## src/rtl/elevator_move.sv

```systemverilog
// Two-car motion sequencer: each car steps floor by floor under turn/hold verdicts
// from the upstream decision stage and reports its floor, direction and door state.

module elevator_car #(
    parameter int FLOORS      = 7,
    parameter int MOVE_CYCLES = 4,
    parameter int DOOR_CYCLES = 3
) (
    input  logic       clk,
    input  logic       rst_n,
    input  logic       i_turn,
    input  logic       i_hold,
    output logic [2:0] o_floor,
    output logic       o_dir,
    output logic       o_doorOpen,
    output logic       o_moving,
    output logic       o_arrive
);
    localparam int TMAX = (MOVE_CYCLES > DOOR_CYCLES) ? MOVE_CYCLES : DOOR_CYCLES;
    localparam int TW   = (TMAX > 1) ? $clog2(TMAX) : 1;
    localparam logic [TW-1:0] MOVE_LOAD = TW'(MOVE_CYCLES - 1);
    localparam logic [TW-1:0] DOOR_LOAD = TW'(DOOR_CYCLES - 1);
    localparam logic [2:0]    TOP_FLOOR = 3'(FLOORS);

    typedef enum logic [1:0] {IDLE, MOVE, CHECK, DOOR} state_t;

    state_t        r_state, w_stateNext;
    logic [2:0]    r_floor, w_floorNext;
    logic          r_dir, w_dirNext;
    logic [TW-1:0] r_tmr, w_tmrNext;
    logic          w_atBoundary;

    assign w_atBoundary = (r_dir && (r_floor == TOP_FLOOR)) ||
                          (!r_dir && (r_floor == 3'd1));

    always_ff @(posedge clk or negedge rst_n) begin
        if (!rst_n) begin
            r_state <= IDLE;
            r_floor <= 3'd1;
            r_dir   <= 1'b1;
            r_tmr   <= '0;
        end else begin
            r_state <= w_stateNext;
            r_floor <= w_floorNext;
            r_dir   <= w_dirNext;
            r_tmr   <= w_tmrNext;
        end
    end

    always_comb begin
        w_stateNext = r_state;
        w_floorNext = r_floor;
        w_dirNext   = r_dir;
        w_tmrNext   = r_tmr;
        case (r_state)
            IDLE: begin
                if (i_hold) begin
                    w_stateNext = DOOR;
                    w_tmrNext   = DOOR_LOAD;
                end else if (!i_turn && !w_atBoundary) begin
                    w_stateNext = MOVE;
                    w_tmrNext   = MOVE_LOAD;
                end else begin
                    w_dirNext = ~r_dir;
                end
            end
            MOVE: begin
                if (r_tmr == '0) begin
                    w_floorNext = r_dir ? (r_floor + 3'd1) : (r_floor - 3'd1);
                    w_stateNext = CHECK;
                end else begin
                    w_tmrNext = r_tmr - 1'b1;
                end
            end
            CHECK: begin
                // The floor register already holds the new floor, so the boundary test sees it.
                if (i_hold) begin
                    w_stateNext = DOOR;
                    w_tmrNext   = DOOR_LOAD;
                end else if (i_turn || w_atBoundary) begin
                    w_dirNext   = ~r_dir;
                    w_stateNext = IDLE;
                end else begin
                    w_stateNext = MOVE;
                    w_tmrNext   = MOVE_LOAD;
                end
            end
            DOOR: begin
                if (r_tmr == '0) begin
                    w_stateNext = IDLE;
                end else begin
                    w_tmrNext = r_tmr - 1'b1;
                end
            end
            default: w_stateNext = IDLE;
        endcase
    end

    assign o_floor    = r_floor;
    assign o_dir      = r_dir;
    assign o_doorOpen = (r_state == DOOR);
    assign o_moving   = (r_state == MOVE);
    assign o_arrive   = (r_state == CHECK);
endmodule

module elevator_move #(
    parameter int FLOORS      = 7,
    parameter int MOVE_CYCLES = 4,
    parameter int DOOR_CYCLES = 3
) (
    input  logic       clk,
    input  logic       rst_n,
    input  logic [1:0] turn,
    input  logic       hold_1,
    input  logic       hold_2,
    output logic [2:0] curr_elevator_1,
    output logic [2:0] curr_elevator_2,
    output logic [1:0] dir_elevator,
    output logic [1:0] door_open,
    output logic [1:0] moving,
    output logic [1:0] arrive
);
    // Bit 1 of every paired signal belongs to car 1, bit 0 to car 2.
    elevator_car #(
        .FLOORS(FLOORS), .MOVE_CYCLES(MOVE_CYCLES), .DOOR_CYCLES(DOOR_CYCLES)
    ) u_car1 (
        .clk        (clk),
        .rst_n      (rst_n),
        .i_turn     (turn[1]),
        .i_hold     (hold_1),
        .o_floor    (curr_elevator_1),
        .o_dir      (dir_elevator[1]),
        .o_doorOpen (door_open[1]),
        .o_moving   (moving[1]),
        .o_arrive   (arrive[1])
    );

    elevator_car #(
        .FLOORS(FLOORS), .MOVE_CYCLES(MOVE_CYCLES), .DOOR_CYCLES(DOOR_CYCLES)
    ) u_car2 (
        .clk        (clk),
        .rst_n      (rst_n),
        .i_turn     (turn[0]),
        .i_hold     (hold_2),
        .o_floor    (curr_elevator_2),
        .o_dir      (dir_elevator[0]),
        .o_doorOpen (door_open[0]),
        .o_moving   (moving[0]),
        .o_arrive   (arrive[0])
    );
endmodule
```

## config.mk

```make
export PLATFORM = sky130hd
export DESIGN_NAME = elevator_move
export DESIGN_NICKNAME = d
export VERILOG_FILES = /design/src/rtl/elevator_move.sv
export SDC_FILE = /design/constraint.sdc
export NUM_CORES = 1
export LEC_CHECK = 0
export BUFFER_PORTS_ARGS = -buffer_cell sky130_fd_sc_hd__buf_2
export CORE_ASPECT_RATIO = 0.7
export CORE_MARGIN = 10
export CORE_UTILIZATION = 53
export DETAILED_ROUTE_END_ITERATION = 10
export PLACE_DENSITY = 0.79
export SETUP_SLACK_MARGIN = 0.5
export SLEW_MARGIN = 5
export SYNTH_ARGS = -nofsm -noshare
export SYNTH_HDL_FRONTEND = slang
export SYNTH_SLANG_ARGS = --single-unit
```

## constraint.sdc

```tcl
create_clock -name clk -period 1.45 [get_ports clk]
set_input_delay 0.2175 -clock clk [delete_from_list [all_inputs] [get_ports clk]]
set_output_delay 0.2175 -clock clk [all_outputs]
set_load 0.02 [all_outputs]
```

==> results.cfg <==
[placement]
placed_cells = 131
portBuffers = 19
dp_hpwl_um = 1610
gp_congestion = 0.802
dp_slack_ns = 0.0716

[grt]
grt_use_total_pct = 13.2
first_global_vias = 858
overflow = 0
grt_pass1_wl_um = 4400
grt_max_degree = 17
antenna_found_initial = 0

[worst_setup_path]
rrSetupSlack_ns = 0.05
setup.worst_path.class = reg2reg
cp_data_arrival_time_ns = 1.63
r2r-start = u_car1.o_floor[1]
cp_slowest_stage_delay_ns = 0.45
cp.required_ns = 1.68
crit_top_cell = ha_4
cp_max_fo = 4
rr_worst_depth = 4
cp_cell_sequence = ha_4, ha_4, a221oi_4, o31a_1
crit_path_start_kind = flip-flop
critPathSlowestCell = dfrtp_2
end_kind = flip-flop
r2r-end = u_car1.r_tmr[0]

[layout]
fill_cells = 98
syn_to_final_growth_pct = 53.6
diodes = 0
final_layout_size_suffix_gt1_share_pct = 64.2
finalNonFillerCells = 159
finalNetCount = 154

[min_path]
holdPathEnd = u_car2.o_dir
worstHoldPathCells = 2
worst_hold_startpoint = hold_2
hold_path_class = in2reg

[synthesis]
synth_top_area_cell = dfrtp_1
syn_area_per_cell_um2 = 10.3
synth.top_cells.by_area = dfrtp_1 (29%), ha_1 (12%), dfstp_2 (10%)
syn_area_mm2 = 0.00103
synth_mux_area_share_pct = 3.04
postSynthCellCount = 100
ys.warnings.count = 0
yosysTopAreaCellShare_pct = 29.2
ys_seq_elements = 16
syn_nets = 116
synth_compound_area_share_pct = 18.0
synth_ff_type = dfrtp_1
synth-edff-count = 0
async_reset_ff_share_pct = 100
synth_top_family_by_area = compound AO/OA/AOI/OAI gates
synth-xor-area-share_pct = 6.80
synth-simple-area-share_pct = 9.84
synth_common_cells = dfrtp_1 (12), ha_1 (10), buf_4 (9)
seq_area_frac_synth_pct = 39.4
yosys.area_share.adder_pct = 12.2
synth_cell_types = 32
synth.most_common_cell = dfrtp_1

[routing]
drc = 0
dr.pass1.iters = 4
drt_iter0_markers = 47
drt-vias-per-instance = 5.40
totalWireLength_um = 2850
post_drt_wl_per_cell_um = 17.9
ant_nets = 0
num_vias = 859

[clock_tree]
cts_tree = yes
clockBufferDepth = 2
clock_sinks = 16
h-tree-depth = 1
cts_buffers = 3
cts-root-buf = clkbuf_4
clk_latency_ns = 0.29
clkTransAtPathRegs_ns = 0.11

[timing]
min_period_ns = 1.40
tightestPinTransition_ns = 0.368
fin_tns_setup_ns = 0
fin_worst_skew_ns = 0.00807
fin_hold_ws_ns = 0.157
drv_slew = 0
grt_setup_unrepaired = true
final.period_utilization_pct = 96.6
slew_headroom_pct = 75.5
hold_violations = 0
setup_viol = 0
fin_ws_ns = 0.0496
timing.fmax_ghz = 0.714

[status]
status = completed

[floorplanning]
die_area_mm2 = 0.00413
die_h_um = 56.9
io_pins = 20
die_w_um = 72.7
core_mm2 = 0.00185
start_util_pct = 55.5
rows = 13

[pwr]
p_leak_nw = 0.713
power.density_mw_per_mm2 = 2660
irDropWorstVdd_v = 0.00217

[run]
cap_violations = 0
## state kept, by name, indices dropped and copies added, names as in the netlist
name	count
u_car1.r_tmr	2
u_car2.o_dir	1
u_car1.o_dir	1
u_car2.r_state	2
u_car2.r_tmr	2
u_car2.o_floor	3
u_car1.o_floor	3
u_car1.r_state	2
## final cells by class
| class | instances | area (um^2) | share of cell area (%) |
|---|---|---|---|
| Multi-Input combinational cell | 64 | 686 | 43.4 |
| Sequential cell | 16 | 414 | 26.2 |
| Timing Repair Buffer | 45 | 388 | 24.5 |
| Clock buffer | 4 | 36.3 | 2.29 |
| Inverter | 8 | 30.0 | 1.90 |
| Tap cell | 22 | 27.5 | 1.74 |
## through the flow
stage	total power, W	instance area [um^2]	util [%]
global route	0.00447	1580	85.3
floorplan	0.00260	1160	-
CTS	0.00372	1460	78.7
finish	0.00420	1580	85.3
global placement	0.00274	1180	63.7
detailed placement	0.00282	1180	63.7
## per-layer routing
metal / global-route usage, % / up-vias / wire length, um
met5: 0 / - / 0
met3: 4.91 / 10 / 167
met1: 15.3 / 403 / 1150
li1: - / 416 / -
met2: 23.1 / 30 / 1450
met4: 1.62 / 0 / 73
## cell usage in the layout (no fill, tap or decap), drive strengths merged, types with 2 or more instances in the layout
cell type,netlist,final
and2,2,2
o31a,3,3
o21ai,7,7
nor2,7,7
ha,10,10
nand2,3,3
o31ai,2,2
dfrtp,12,12
dfstp,4,4
a22oi,3,3
clkbuf,2,4
xnor2,4,4
buf,10,44
nor2b,4,4
inv,8,8
xor2,4,4
a221oi,2,2
mux2i,2,2
nand3b,2,2
## critical path, delay by kind of cell, from the launching register on
family	cells	cell delay, ns
compound gates	2	0.55
flops	1	0.45
fa+ha+maj	2	0.33
## cells by family (layout without fill, tap and decap cells)
kind of cell	count (synthesis)	in the layout
AOI/OAI and AO/OA	24	24
buffers and inverters	20	57
and+or+nand+nor	19	19
DFF	16	16
adders and majority gates	10	10
xor gates and xnor gates	8	8
muxes	3	3
## power by group
| part | internal, W | switching, W | leakage [nW] |
|---|---|---|---|
| Sequential | 0.000727 | 0.000307 | 0.174 |
| Clock | 0.000153 | 0.000154 | 0.0210 |
| Combinational | 0.00157 | 0.00129 | 0.517 |
| Total | 0.00245 | 0.00175 | 0.713 |
## what timing repair did
item | 4_1_cts | 5_1_grt
setup endpoints to repair | 30 | 30
hold buffers | 1 | 0
resized for setup | 34 | 18
pin swaps | 13 | 11
setup buffers | 17 | 6
hold endpoints to repair | 12 | 0
## worst max-delay path by stage
stage | start | end | slack [ns] | cells past startpoint
final | u_car1.o_floor[1] | u_car1.r_tmr[0] | 0.05 | 4
after global routing | u_car2.o_floor[0] | u_car2.o_dir | 0.004 | 4
after CTS | u_car1.o_floor[0] | u_car1.r_tmr[1] | 0.09 | 4
after detailed placement | u_car1.o_floor[0] | u_car1.r_tmr[0] | 0.07 | 4
after global placement | u_car2.o_floor[1] | u_car2.r_tmr[1] | 0.13 | 4
after floorplan | u_car1.o_floor[0] | u_car1.r_tmr[0] | 0.07 | 4
No activity file was read; power rests on OpenSTA's default activity.
